**src/rtl/lsu_ctrl_if.sv**
```systemverilog
// Load/store unit bus bundle: execute-side request/response plus the dmem port.
// slave is the LSU's view, master is the execute stage plus dmem.
interface lsu_ctrl_if;
  logic        req_valid;
  logic        req_ready;
  logic        req_we;
  logic [2:0]  req_funct3;
  logic [31:0] req_addr;
  logic [31:0] req_wdata;
  logic        resp_valid;
  logic [31:0] resp_rdata;
  logic        resp_err;
  logic [1:0]  dmemRW;
  logic [3:0]  w_en;
  logic [31:0] addr;
  logic [31:0] din;
  logic [31:0] dout;
  logic        outofbound;

  modport slave (
    input  req_valid, req_we, req_funct3, req_addr, req_wdata, dout, outofbound,
    output req_ready, resp_valid, resp_rdata, resp_err, dmemRW, w_en, addr, din
  );

  modport master (
    output req_valid, req_we, req_funct3, req_addr, req_wdata, dout, outofbound,
    input  req_ready, resp_valid, resp_rdata, resp_err, dmemRW, w_en, addr, din
  );
endinterface

```
**src/rtl/lsu_ctrl.sv**
```systemverilog
// One-at-a-time load/store sequencer in front of dmem; splits misaligned accesses in two.
// Response 3 cycles after accept (4 when split, 2 on early reject); req_ready only in IDLE.
module lsu_ctrl #(
  parameter bit ALLOW_MISALIGNED = 1'b1
) (
  input logic       clk,
  input logic       rst,
  lsu_ctrl_if.slave bus
);
  typedef enum logic [1:0] {IDLE, ISS0, ISS1, DONE} state_t;
  state_t state;

  logic        we_q, split_q, err_q, acc_q, oob_q;
  logic [2:0]  f3_q;
  logic [1:0]  off_q;
  logic [3:0]  en2_q;
  logic [31:0] din2_q, lo_q;

  logic [1:0]  rw_r;
  logic [3:0]  wen_r;
  logic [31:0] addr_r, din_r;
  logic        resp_valid_r, resp_err_r;
  logic [31:0] resp_rdata_r;

  logic [1:0]  off_in;
  logic [3:0]  size_mask;
  logic [7:0]  lane_mask;
  logic [63:0] lane_data;
  logic        split_in, illegal_in, reject_in;

  // Lanes/data are laid out over two words: low half is the first access, high half the second.
  always_comb begin
    off_in = bus.req_addr[1:0];
    case (bus.req_funct3[1:0])
      2'b00:   size_mask = 4'b0001;
      2'b01:   size_mask = 4'b0011;
      default: size_mask = 4'b1111;
    endcase
    lane_mask  = {4'b0000, size_mask} << off_in;
    lane_data  = {32'd0, bus.req_wdata} << {off_in, 3'b000};
    split_in   = |lane_mask[7:4];
    illegal_in = (bus.req_funct3 == 3'b011) || (bus.req_funct3[2:1] == 2'b11) ||
                 (bus.req_we && bus.req_funct3[2]);
    reject_in  = illegal_in || (split_in && !ALLOW_MISALIGNED);
  end

  logic [31:0] lo_eff, hi_eff, merged, load_val;
  logic        err_fin;

  always_comb begin
    lo_eff  = split_q ? lo_q : bus.dout;
    hi_eff  = split_q ? bus.dout : 32'd0;
    merged  = 32'({hi_eff, lo_eff} >> {off_q, 3'b000});
    case (f3_q[1:0])
      2'b00:   load_val = {{24{!f3_q[2] && merged[7]}}, merged[7:0]};
      2'b01:   load_val = {{16{!f3_q[2] && merged[15]}}, merged[15:0]};
      default: load_val = merged;
    endcase
    err_fin = err_q || oob_q || (acc_q && bus.outofbound);
  end

  always_ff @(posedge clk) begin
    if (rst) begin
      state        <= IDLE;
      rw_r         <= 2'b00;
      wen_r        <= 4'd0;
      addr_r       <= 32'd0;
      din_r        <= 32'd0;
      resp_valid_r <= 1'b0;
      resp_rdata_r <= 32'd0;
      resp_err_r   <= 1'b0;
    end else begin
      resp_valid_r <= 1'b0;
      case (state)
        IDLE: begin
          if (bus.req_valid) begin
            we_q    <= bus.req_we;
            f3_q    <= bus.req_funct3;
            off_q   <= off_in;
            split_q <= split_in;
            en2_q   <= lane_mask[7:4];
            din2_q  <= lane_data[63:32];
            oob_q   <= 1'b0;
            if (reject_in) begin
              err_q <= 1'b1;
              acc_q <= 1'b0;
              state <= DONE;
            end else begin
              err_q  <= 1'b0;
              acc_q  <= 1'b1;
              rw_r   <= bus.req_we ? 2'b01 : 2'b10;
              wen_r  <= bus.req_we ? lane_mask[3:0] : 4'd0;
              addr_r <= {bus.req_addr[31:2], 2'b00};
              din_r  <= bus.req_we ? lane_data[31:0] : 32'd0;
              state  <= ISS0;
            end
          end
        end
        ISS0: begin
          if (split_q) begin
            addr_r <= addr_r + 32'd4;
            wen_r  <= we_q ? en2_q : 4'd0;
            din_r  <= we_q ? din2_q : 32'd0;
            state  <= ISS1;
          end else begin
            rw_r   <= 2'b00;
            wen_r  <= 4'd0;
            addr_r <= 32'd0;
            din_r  <= 32'd0;
            state  <= DONE;
          end
        end
        ISS1: begin
          // The second access still went out even if this first one was out of bound.
          lo_q   <= bus.dout;
          oob_q  <= bus.outofbound;
          rw_r   <= 2'b00;
          wen_r  <= 4'd0;
          addr_r <= 32'd0;
          din_r  <= 32'd0;
          state  <= DONE;
        end
        DONE: begin
          resp_valid_r <= 1'b1;
          resp_err_r   <= err_fin;
          resp_rdata_r <= (err_fin || we_q) ? 32'd0 : load_val;
          state        <= IDLE;
        end
        default: state <= IDLE;
      endcase
    end
  end

  assign bus.req_ready  = (state == IDLE);
  assign bus.dmemRW     = rw_r;
  assign bus.w_en       = wen_r;
  assign bus.addr       = addr_r;
  assign bus.din        = din_r;
  assign bus.resp_valid = resp_valid_r;
  assign bus.resp_rdata = resp_rdata_r;
  assign bus.resp_err   = resp_err_r;
endmodule

```
**src/flat_wrapper.sv**
```systemverilog
// flat-port wrapper written by rule: the top's interface ports become plain ports
module lsu_ctrl_flat 
#(
  parameter bit ALLOW_MISALIGNED = 1'b1
)
  (clk, rst, bus_req_valid, bus_req_we, bus_req_funct3, bus_req_addr, bus_req_wdata, bus_dout, bus_outofbound, bus_req_ready, bus_resp_valid, bus_resp_rdata, bus_resp_err, bus_dmemRW, bus_w_en, bus_addr, bus_din);
  lsu_ctrl_if bus_i ();
  input logic clk;
  input logic rst;
  input wire logic [$bits(bus_i.req_valid)-1:0] bus_req_valid;
  input wire logic [$bits(bus_i.req_we)-1:0] bus_req_we;
  input wire logic [$bits(bus_i.req_funct3)-1:0] bus_req_funct3;
  input wire logic [$bits(bus_i.req_addr)-1:0] bus_req_addr;
  input wire logic [$bits(bus_i.req_wdata)-1:0] bus_req_wdata;
  input wire logic [$bits(bus_i.dout)-1:0] bus_dout;
  input wire logic [$bits(bus_i.outofbound)-1:0] bus_outofbound;
  output wire logic [$bits(bus_i.req_ready)-1:0] bus_req_ready;
  output wire logic [$bits(bus_i.resp_valid)-1:0] bus_resp_valid;
  output wire logic [$bits(bus_i.resp_rdata)-1:0] bus_resp_rdata;
  output wire logic [$bits(bus_i.resp_err)-1:0] bus_resp_err;
  output wire logic [$bits(bus_i.dmemRW)-1:0] bus_dmemRW;
  output wire logic [$bits(bus_i.w_en)-1:0] bus_w_en;
  output wire logic [$bits(bus_i.addr)-1:0] bus_addr;
  output wire logic [$bits(bus_i.din)-1:0] bus_din;
  assign bus_i.req_valid = bus_req_valid;
  assign bus_i.req_we = bus_req_we;
  assign bus_i.req_funct3 = bus_req_funct3;
  assign bus_i.req_addr = bus_req_addr;
  assign bus_i.req_wdata = bus_req_wdata;
  assign bus_i.dout = bus_dout;
  assign bus_i.outofbound = bus_outofbound;
  assign bus_req_ready = bus_i.req_ready;
  assign bus_resp_valid = bus_i.resp_valid;
  assign bus_resp_rdata = bus_i.resp_rdata;
  assign bus_resp_err = bus_i.resp_err;
  assign bus_dmemRW = bus_i.dmemRW;
  assign bus_w_en = bus_i.w_en;
  assign bus_addr = bus_i.addr;
  assign bus_din = bus_i.din;
  lsu_ctrl #(.ALLOW_MISALIGNED(ALLOW_MISALIGNED)) u_core (.clk(clk), .rst(rst), .bus(bus_i));
endmodule
```
**config.mk**
```make
export PLATFORM = sky130hd
export DESIGN_NAME = lsu_ctrl_flat
export DESIGN_NICKNAME = d
export VERILOG_FILES = /design/src/rtl/lsu_ctrl_if.sv /design/src/rtl/lsu_ctrl.sv /design/src/flat_wrapper.sv
export SDC_FILE = /design/constraint.sdc
export NUM_CORES = 1
export LEC_CHECK = 0
export ABC_AREA = 1
export CAP_MARGIN = 25
export CORE_MARGIN = 2
export CORE_UTILIZATION = 40
export CTS_BUF_LIST = sky130_fd_sc_hd__clkbuf_16
export CTS_CLUSTER_DIAMETER = 40
export DETAILED_ROUTE_END_ITERATION = 8
export PLACE_DENSITY = 0.7
export SETUP_SLACK_MARGIN = 0.05
export SLEW_MARGIN = 25
export SYNTH_ARGS = -nofsm -noshare
export SYNTH_HDL_FRONTEND = slang
export SYNTH_SLANG_ARGS = --single-unit
```
**constraint.sdc**
```tcl
create_clock -name clk -period 9.4 [get_ports clk]
set_clock_uncertainty 0.05 [all_clocks]
set_input_delay 0.94 -clock clk [delete_from_list [all_inputs] [get_ports clk]]
set_output_delay 0.94 -clock clk [all_outputs]
set_load 0.02 [all_outputs]
```
# Word level (Yosys, flattened, before mapping)
# Cells that the tools add are included.
# op_classes
mux,35
eq_ne,10
bitwise,1
reduce_logical,21
shift,3
n_addsub,1
# ops
cell,n
32-bit two-way mux,11
32-bit one-hot mux with 3 select lines,2
32-bit one-hot mux with 2 select lines,1
32-bit by 5-bit left shift with 64-bit output,1
64-bit by 5-bit right shift with 32-bit output,1
32-bit by 3-bit adder with 32-bit output (second input constant),1
4-bit two-way mux,5
2-bit two-way mux,6
4-bit one-hot mux with 3 select lines,1
3-bit AND reduction,3
2-bit one-hot mux with 4 select lines,1
4-bit one-hot mux with 2 select lines,1
4-bit by 2-bit left shift with 8-bit output,1
2-bit by 1-bit == test with 1-bit output (second input constant),3
2-bit == test (second input constant),3
2-bit zero test,3
2-bit inequality test (second input constant),3
2-bit one-hot mux with 3 select lines,1
1-bit logical OR,5
1-bit two-way mux,5
1-bit logical AND,4
4-bit AND reduction,1
4-bit OR reduction,1
3-bit by 2-bit == test with 1-bit output (second input constant),1
other kinds (6),6
# totals
elab_cells,89
inputBits,104
register_bits,184
output_inout_bits,105

# Longest topological paths before layout
# Gate-level depths: netlist (run 1).
# logic_depth
ltp_word,7
depth_mapped,12
ltp_nobuf,11

# Worst setup path after synthesis (run 1)
# OpenSTA, ideal clock, no wires.
# synth_path
path_type,input -> register
start,in rst
end,reg u_core.acc_q (enable)
n_path_buf,3
cell_stages,6
arrival_ns,3.225
slack_ns,5.696
required_time_ns,8.921
setup_time_ns,0.429
path_cell_list,clkbuf_1 > inv_1 > clkbuf_1 > clkbuf_1 > nand2_1 > nor2_1
# synth_via
elab_chain_len,2
# synth_rtl
element,line_no,source
from (decl),flat_wrapper.sv:9,input logic rst;
1-bit NOT (no source line),-,
3-bit AND reduction (no source line),-,
to (signal assigned),lsu_ctrl.sv:86,acc_q <= 1'b0;
to (signal assigned),lsu_ctrl.sv:90,acc_q <= 1'b1;
to (decl),lsu_ctrl.sv:13,"logic we_q, split_q, err_q, acc_q, oob_q;"
# Every way passes these cells.
# A chain may end at the register's enable or synchronous reset.

# Final worst setup path (run 1)
# layout_path
start,in bus_req_addr[1]
end,"reg u_core.din_r[2], in the netlist u_core.bus.din[2]"
# layout_via
elab_chain_len,5
# layout_rtl
element,line_no,source
from (decl),flat_wrapper.sv:13,input wire logic [$bits(bus_i.req_addr)-1:0] bus_req_addr;
32-bit by 5-bit left shift with 64-bit output,lsu_ctrl.sv:40,"lane_data = {32'd0, bus.req_wdata} << {off_in, 3'b000};"
32-bit two-way mux,lsu_ctrl.sv:94,din_r <= bus.req_we ? lane_data[31:0] : 32'd0;
32-bit two-way mux,lsu_ctrl.sv:84,if (reject_in) begin
32-bit two-way mux,lsu_ctrl.sv:76,if (bus.req_valid) begin
32-bit one-hot mux with 3 select lines,lsu_ctrl.sv:74,case (state)
to (signal assigned),lsu_ctrl.sv:94,
to (signal assigned),lsu_ctrl.sv:103,din_r <= we_q ? din2_q : 32'd0;
to (decl),lsu_ctrl.sv:21,"logic [31:0] addr_r, din_r;"
# Every way passes these cells. The select of a mux whose other input is x is not followed.

==> metrics.txt, run 1 <==
status finished clean; Clock Path Buffers 2; Yosys top cell by area dfxtp_1; register area share after synthesis 0.435; Worst Hold Class reg2reg; Crit-path slowest cell inv_1; type of destination of the critical path register; cell mode on critical path nand2_1; Post-Syn Area per Cell 7.14 sq um; CP peak stage delay 0.72 ns; layout cells sized above 1 0.0599; diodes inserted 0; DP HPWL between 20000 and 25000 um; cts bufs inserted 17; number of synthesized register bits 173; CP Data Required Time 9.71 ns; via total after detailed routing 9805; Post-synth EDFFs between 60 and 70; top cell type's share of synthesized area 0.218; final count of pins violating max slew 0; GRT Total Usage 0.251; I/O pin count 209; WL/cell approximately 17 um; clk_lat worst skew 0.44 ns; routed wire length 31900 um; minimum clock period after layout 3.70 ns; Top FF cell, synth dfxtp_1; WS Path Type in2reg; headroom to the max-slew limit 0.363; DR vias/cell 5.38; first-pass GRT wire length 48900 um; period utilisation layout 0.393; clock-pin slew on the worst setup and hold paths ~0.08 ns; DIE AREA 0.0251 sq mm; Finish-stage setup viols 0; asr flop ratio synth 0; Area Overhead vs Synth 28.1%; Data arrival, critical path 4.01 ns; static leakage 4.63 nW; # fillers 2273; largest net degree at the start of global routing 70; grt ovf 0; Reg2Reg Setup Slack 6.51 ns; number of global-route vias before repair 9228; initial antenna violation count 0; max cap viols 0; worst path cell trace clkdlybuf4s50_1 > inv_1 > nand2_1 > inv_2 > nand2_1 > o21ai_0 > nand2_1 > a21oi_1; RSZ-0062 raised after global routing no; setup tns final 0 ns; # nets final ~1600; Setup Buffers After CTS 0; cell area after synthesis approximately 0.0095 sq mm; Pre-antenna DRT Iters 7; Yosys cell types 46; CTS tree done; Post-DP Area 0.0116 sq mm; H-tree levels 4; DRC 0; Final Hold Fails 0; Fmax between 200 and 300 MHz; antenna viol nets, final 0; CP Launch Type input port; die height 159 um; Root Buffer clkbuf_16; initial drt markers ~770; final instance area 0.0122 sq mm; Die Wd 159 um; Sink Count 173; Power Density 249 mW/mm^2; port bufs between 200 and 250; Slew @ Worst Pin about 0.95 ns; Post-CTS Hold Buffers 0; post_cts resized 0; ranking of synthesized cells by area dfxtp_1, edfxtp_1, nand2_1, a21oi_1, nand3_1; Initial Utilization 0.407; VDD IR max 0.160 mV; critical path fanouts, max 24; Cells after Synth 1337; Ys Warns 0; core area between 0.02 and 0.025 sq mm; routability cong. 0.945; FP Rows 56
-- sequential cells by signal, indices dropped and copies added (netlist names) --
name	count
u_core.din2_q	24
u_core.off_q	2
u_core.err_q	1
u_core.bus.dmemRW	2
u_core.state	2
u_core.bus.resp_rdata	32
u_core.oob_q	1
u_core.bus.addr	30
u_core.f3_q	3
u_core.lo_q	32
u_core.en2_q	3
u_core.we_q	1
u_core.split_q	1
u_core.bus.w_en	4
u_core.bus.resp_err	1
u_core.acc_q	1
u_core.bus.resp_valid	1
u_core.bus.din	32
-- path summary, 6_finish.rpt --
path,from,endpoint,depth (start not counted)
worst max-delay path,bus_req_addr[1],u_core.bus.din[2]$_SDFFE_PP0P_,8
worst min-delay path,u_core.bus.resp_rdata[3]$_SDFFE_PP0P_,u_core.bus.resp_rdata[3]$_SDFFE_PP0P_,2
worst max register to register,u_core.split_q$_DFFE_PP_,u_core.bus.resp_rdata[26]$_SDFFE_PP0P_,10
worst min register to register,u_core.bus.resp_rdata[3]$_SDFFE_PP0P_,u_core.bus.resp_rdata[3]$_SDFFE_PP0P_,2
-- layer usage --
layer	up-vias	track usage	part of all wire	routed length, um
met5	-	0	0	0
met4	0	0.115	0.041	1320
met3	76	0.0376	0.060	1910
met2	409	0.418	0.47	15000
met1	4562	0.323	0.43	13700
li1	4758	-	-	-
-- cells in the mapped netlist (3+ instances only) --
cell,number
nand2_1,416
nor2_1,144
a21oi_1,135
nand3_1,108
dfxtp_1,104
o21ai_0,101
edfxtp_1,69
inv_1,60
clkbuf_1,31
buf_2,26
buf_4,15
nand2_2,14
a21oi_2,10
o22ai_1,9
a31oi_1,7
o31ai_1,7
a22oi_1,6
mux2i_1,6
buf_6,5
ha_1,5
inv_2,5
o211ai_1,5
o21ai_1,5
buf_1,4
nand4_1,4
nor2_2,4
o21bai_1,4
nand3b_1,3
or2_2,3
-- critical path: cells and delay by family --
| family | cells | cell delay (ns) |
|---|---|---|
| and+or+nand+nor | 3 | 0.94 |
| AOI/OAI and AO/OA | 2 | 0.39 |
| buffers and inverters | 3 | 1.72 |
-- final cells by class --
class | instances | area, sq um | share of cell area
well taps | 319 | 399 | 0.0326
repair buffers | 216 | 2150 | 0.176
inverters | 65 | 246 | 0.0202
clock buffers | 17 | 425 | 0.0348
flip-flops and latches | 173 | 4150 | 0.340
multi-input cells | 1016 | 4680 | 0.383
clock inverters | 15 | 170 | 0.0139
-- layout by cell type (no fill, tap or decap), drive strengths merged --
cell / n
o21ai: 107
nand2: 430
conb: 2
nand4: 4
o21bai: 4
mux2i: 6
ha: 5
and3: 1
a21o: 1
buf: 11
a211oi: 2
a21oi: 145
nor3: 3
clkdlybuf4s50: 205
clkinv: 8
nand3b: 3
nand3: 111
o31ai: 7
o221ai: 2
a221oi: 1
o21a: 1
nor2: 150
edfxtp: 69
o211ai: 5
dfxtp: 104
clkbuf: 17
inv: 72
a22oi: 6
o22ai: 9
a31oi: 7
or2: 4
-- logic make-up after synthesis --
family	synth area share
AOI/OAI and AO/OA	0.171
adders and majority gates	0.00655
buffers and inverters	0.0759
DFF	0.435
muxes	0.00629
other	0.000393
and+or+nand+nor	0.305
-- where the power goes --
group / total (W) / internal [W] / switching, W
Sequential: 0.00109 / 0.000950 / 0.000139
Combinational: 0.00124 / 0.000446 / 0.000797
Clock: 0.000712 / 0.000359 / 0.000354
Total: 0.00305 / 0.00176 / 0.00129
-- stage by stage --
stage / power (W) / hold slack (ns) / instances / setup WS [ns] / util
2_1_floorplan: 0.00188 / 0.438 / 1338 / 5.70 / -
3_3_place_gp: 0.00233 / 0.405 / 1788 / 5.31 / 0.494
3_5_place_dp: 0.00233 / 0.410 / 1788 / 5.30 / 0.495
4_1_cts: 0.00304 / 0.421 / 1820 / 5.74 / 0.520
5_1_grt: 0.00321 / 0.442 / 1821 / 5.34 / 0.521
6_report: 0.00305 / 0.417 / 1821 / 5.70 / 0.521
No activity file was read; power rests on OpenSTA's default activity.
==> run 2, diff against run 1 <==
clock period = 3.5 ns   (was 9.4 ns; I/O delays follow)
==> metrics.txt, run 2 (synthesis results as in run 1) <==
type of destination of the critical path register (unchanged); final core occ 0.524 (was 0.521); static leakage 4.68 nW (was 4.63 nW); clock-pin slew on the worst setup and hold paths 0.08 ns (about the same); first-pass GRT wire length 48100 um (was 48900 um); Final Hold Fails 0 (unchanged); Slew @ Worst Pin 0.964 ns (was 0.949 ns); Root Buffer clkbuf_16 (unchanged); I/O pin count 209 (unchanged); number of global-route vias before repair 9029 (was 9228); CP Data Required Time 3.75 ns (was 9.71 ns); Min-Delay Endpoint u_core.bus.resp_rdata[1]$_SDFFE_PP0P_ (was u_core.bus.resp_rdata[3]$_SDFFE_PP0P_); DR vias/cell 5.34 (was 5.38); headroom to the max-slew limit 0.353 (was 0.363); CP Launch Type register (was input port); period utilisation layout 0.749; Non-Filler Instances 1830 (was 1821); Post-DP Area 0.0117 sq mm (was 0.0116 sq mm); DRC 0 (unchanged); CTS tree done (unchanged); Area Overhead vs Synth 28.9% (was 28.1%); FP Rows 56 (unchanged); WS Path Type reg2reg (was in2reg); Hold Crit Depth 2 (unchanged); routed wire length 31000 um (was 31900 um); core area 0.0235 sq mm (unchanged); Post-CTS Hold Buffers 0 (unchanged); setup tns final 0 ns (unchanged); cell count after placement 1798 (was 1788); Fmax 381 MHz; cts bufs inserted 17 (unchanged); most common cell after layout, fill and taps aside nand2_1 (unchanged); R2R Path End u_core.bus.addr[4]$_SDFFE_PP0P_ (was u_core.bus.resp_rdata[26]$_SDFFE_PP0P_); clk_lat worst skew 0.44 ns (about the same); Reg2Reg Setup Slack 0.88 ns (was 6.51 ns); RSZ-0062 raised after global routing no (unchanged); DIE AREA 0.0251 sq mm (unchanged); WL/cell 17.0 um (was 17.5 um); H-tree levels 4 (unchanged); worst r2r path cells 9 (was 10); Pre-antenna DRT Iters 5 (was 7); Initial Utilization 0.407 (unchanged); via total after detailed routing 9771 (was 9805); Finish-stage setup viols 0 (unchanged); Worst Hold Class reg2reg (unchanged); final count of pins violating max slew 0 (unchanged); DP HPWL 21900 um (was 22300 um); largest net degree at the start of global routing 69 (was 70); GRT Total Usage 0.247 (was 0.251); HP Start u_core.bus.resp_rdata[1]$_SDFFE_PP0P_ (was u_core.bus.resp_rdata[3]$_SDFFE_PP0P_); minimum clock period after layout 2.62 ns; Reg-to-Reg Start u_core.state[0]$_SDFFE_PP0P_ (was u_core.split_q$_DFFE_PP_); Clock Path Buffers 2 (unchanged); initial antenna violation count 0 (unchanged); post_cts resized 0 (unchanged); status finished clean (unchanged); critical path fanouts, max 67 (was 24); Power Density 672 mW/mm^2 (was 249 mW/mm^2); routability cong. 0.967 (was 0.945); Setup Buffers After CTS 0 (unchanged); final instance area 0.0123 sq mm (was 0.0122 sq mm); max cap viols 0 (unchanged); die height 159 um (unchanged); Data arrival, critical path 2.87 ns (was 4.01 ns); Die Wd 159 um (unchanged); antenna viol nets, final 0 (unchanged); grt ovf 0 (unchanged); layout cells sized above 1 0.0655 (was 0.0599); initial drt markers 765 (was 769); most frequent cells in the layout nand2_1, clkdlybuf4s50_1, nor2_1, a21oi_1, nand3_1 (unchanged); port bufs 206 (unchanged); VDD IR max 0.435 mV (was 0.160 mV); # nets final 1607 (was 1598); Tot Pwr 0.00826 W (was 0.00305 W); Sink Count 173 (unchanged); diodes inserted 0 (unchanged)
-- run 2: worst max path at each step --
stage | startpoint | to | depth (start not counted)
detailed placement | bus_req_funct3[1] | u_core.bus.addr[4]$_SDFFE_PP0P_ | 9
global placement | bus_req_funct3[1] | u_core.bus.din[16]$_SDFFE_PP0P_ | 9
floorplan | rst | u_core.acc_q$_DFFE_PP_ | 6
finish | u_core.state[0]$_SDFFE_PP0P_ | u_core.bus.addr[4]$_SDFFE_PP0P_ | 9
global route | u_core.state[0]$_SDFFE_PP0P_ | u_core.bus.addr[14]$_SDFFE_PP0P_ | 9
CTS | u_core.state[0]$_SDFFE_PP0P_ | u_core.bus.addr[4]$_SDFFE_PP0P_ | 9
-- run 2: critical path: stages (launching register included) --
cell      delay, ns
dfxtp_1        0.34
inv_1          0.12
ha_1           0.23
inv_1          0.13
nor2_1         0.23
a21oi_1        0.10
nand2_2        0.10
clkinv_2       0.64
o21ai_0        0.45
a21oi_1        0.07
-- run 2: cell type report --
| cell class | count | area [sq um] |
|---|---|---|
| multi-input combinational | 1016 | 4680 |
| clock buffer | 17 | 425 |
| fill | 2280 | 11200 |
| inverter | 65 | 245 |
| timing repair buffer | 225 | 2200 |
| sequential | 173 | 4150 |
| clock inverter | 15 | 199 |
| tap | 319 | 399 |
-- run 2: per-stage QoR --
| stage | hold WS (ns) | setup WS (ns) |
|---|---|---|
| after floorplan | 0.399 | 0.386 |
| after global placement | 0.405 | 1.01 |
| after detailed placement | 0.407 | 0.915 |
| after CTS | 0.414 | 0.939 |
| after global routing | 0.432 | 0.558 |
| final | 0.418 | 0.878 |
-- run 2: metal layers --
| metal | up-vias | routed length, um | global-route usage | share of wire |
|---|---|---|---|---|
| met5 | - | 0 | 0 | 0 |
| met4 | 0 | 1490 | 0.127 | 0.048 |
| met3 | 68 | 2220 | 0.0531 | 0.071 |
| met2 | 404 | 14100 | 0.389 | 0.45 |
| met1 | 4519 | 13300 | 0.320 | 0.43 |
| li1 | 4780 | - | - | - |
-- run 2: where the power goes --
group	switching [W]	internal, W
Sequential	0.000340	0.00255
Combinational	0.00214	0.00122
Clock	0.00101	0.000999
Total	0.00349	0.00477
==> run 3, diff against run 2 <==
PLACE_DENSITY = 0.72   (was 0.7)
clock period = 2.2 ns   (was 3.5 ns; I/O delays follow)
==> metrics.txt, run 3 (synthesis results as in run 1) <==
Clock Path Buffers 2 (unchanged); H-tree levels 4 (unchanged); Final Hold Fails 0 (unchanged); CTS tree done (unchanged); Root Buffer clkbuf_16 (unchanged); number of global-route vias before repair 9176 (was 9029); final core occ 0.537 (was 0.524); Slew @ Worst Pin 0.549 ns (was 0.964 ns); GRT Total Usage 0.250 (was 0.247); RSZ-0062 raised after global routing no (unchanged); core area 0.0235 sq mm (unchanged); DRC 0 (unchanged); CP Launch Type register (unchanged); clk_lat worst skew 0.44 ns (about the same); VDD IR max 0.894 mV (was 0.435 mV); via total after detailed routing 9885 (was 9771); Power Density 1070 mW/mm^2 (was 672 mW/mm^2); I/O pin count 209 (unchanged); most common cell after layout, fill and taps aside nand2_1 (unchanged); Crit-path slowest cell ha_2 (was clkinv_2); critical path fanouts, max 52 (was 67); worst r2r path cells 8 (was 9); setup tns final 0 ns (unchanged); Area Overhead vs Synth 31.9% (was 28.9%); grt ovf 0 (unchanged); static leakage 4.86 nW (was 4.68 nW); Final WS setup 0.196 ns (was 0.878 ns); Data arrival, critical path 2.26 ns (was 2.87 ns); FP Rows 56 (unchanged); Hold Crit Depth 2 (unchanged); Finish-stage setup viols 0 (unchanged); headroom to the max-slew limit 0.634 (was 0.353); port bufs 206 (unchanged); max cap viols 0 (unchanged); DP HPWL 22700 um (was 21900 um); Initial Utilization 0.407 (unchanged); CP Data Required Time 2.46 ns (was 3.75 ns); largest net degree at the start of global routing 68 (was 69); CP peak stage delay 0.38 ns (was 0.64 ns); diodes inserted 0 (unchanged); most frequent cells in the layout nand2_1, clkdlybuf4s50_1, nor2_1, a21oi_1, nand3_1 (unchanged); final count of pins violating max slew 0 (unchanged); period utilisation layout 0.911 (was 0.749); cell mode on critical path a21oi_1; cts bufs inserted 17 (unchanged); Setup WS pre-CTS 0.0449 ns (was 0.915 ns); Pre-antenna DRT Iters 5 (unchanged); routability cong. 0.941 (was 0.967); WL/cell 17.0 um (about the same); worst path cell trace inv_1 > ha_2 > inv_2 > a21oi_1 > nand2_2 > buf_12 > a21oi_1 > a21oi_1 (was inv_1 > ha_1 > inv_1 > nor2_1 > a21oi_1 > nand2_2 > clkinv_2 > o21ai_0 > a21oi_1); Setup Buffers After CTS 0 (unchanged); WS Path Type reg2reg (unchanged); DR vias/cell 5.32 (was 5.34); Reg2Reg Setup Slack 0.20 ns (was 0.88 ns); clock-pin slew on the worst setup and hold paths 0.08 ns (about the same); status finished clean (unchanged); layout cells sized above 1 0.0857 (was 0.0655); DIE AREA 0.0251 sq mm (unchanged); Tot Pwr 0.0135 W (was 0.00826 W); # nets final 1636 (was 1607); die height 159 um (unchanged); first-pass GRT wire length 48900 um (was 48100 um); Sink Count 173 (unchanged); type of destination of the critical path register (unchanged); Worst Hold Class in2reg (was reg2reg); routed wire length 31700 um (was 31000 um); Die Wd 159 um (unchanged); Post-CTS Hold Buffers 0 (unchanged); Fmax 499 MHz (was 381 MHz); initial drt markers 769 (was 765); initial antenna violation count 0 (unchanged); antenna viol nets, final 0 (unchanged); minimum clock period after layout 2.00 ns (was 2.62 ns)
-- run 3: cell types whose count changed in the layout (fill, tap and decap cells not counted), sizes merged --
cell           delta
buf              +28
clkbuf            +2
clkdlybuf4s50     -1
clkinv            -2
dlymetal6s2s      +1
inv               +1
-- run 3: final cells by class --
class	instances	area [sq um]
Clock buffer	18	450
Clock inverter	14	140
Fill cell	2237	10900
Inverter	65	244
Multi-Input combinational cell	1016	4700
Sequential cell	173	4160
Tap cell	319	399
Timing Repair Buffer	254	2510
-- run 3: per-layer routing --
layer	vias up	part of all wire	global-route usage
met4	0	0.031	0.0909
met2	400	0.48	0.424
met5	-	0	0
met3	55	0.067	0.0408
li1	4828	-	-
met1	4602	0.42	0.323
-- run 3: where the power goes --
part	switching (W)	internal, W
clock network	0.00147	0.00158
logic	0.00361	0.00225
registers	0.000539	0.00406
total	0.00562	0.00790
-- run 3: worst max-delay path, delay by kind of cell (launching register included) --
kind            cells  cell delay [ns]
compound gates      3             0.59
buf+inv             3             0.32
fa+ha+maj           1             0.38
flops               1             0.36
simple gates        1             0.13
-- run 3: timing repair --
action | CTS | global route
pin swaps | 0 | 0
resized for setup | 1 | 11
cloned | 0 | 1
endpoints found under the setup margin | 6 | 48
-- run 3: metrics by stage --
| step | instance area (sq um) | std cells | hold WS [ns] |
|---|---|---|---|
| finish | 12600 | 1859 | 0.114 |
| global route | 12600 | 1859 | 0.125 |
| CTS | 12500 | 1858 | 0.110 |
| detailed placement | 12000 | 1826 | 0.405 |
| global placement | 12000 | 1826 | 0.404 |
| floorplan | 9560 | 1338 | 0.269 |
-- run 3: final timing paths --
path | startpoint | to
setup / recovery | u_core.state[1]$_SDFFE_PP0P_ | u_core.bus.addr[9]$_SDFFE_PP0P_
hold / removal | rst | u_core.bus.din[31]$_SDFFE_PP0P_
setup reg to reg | u_core.state[1]$_SDFFE_PP0P_ | u_core.bus.addr[9]$_SDFFE_PP0P_
hold reg to reg | u_core.bus.resp_rdata[11]$_SDFFE_PP0P_ | u_core.bus.resp_rdata[11]$_SDFFE_PP0P_
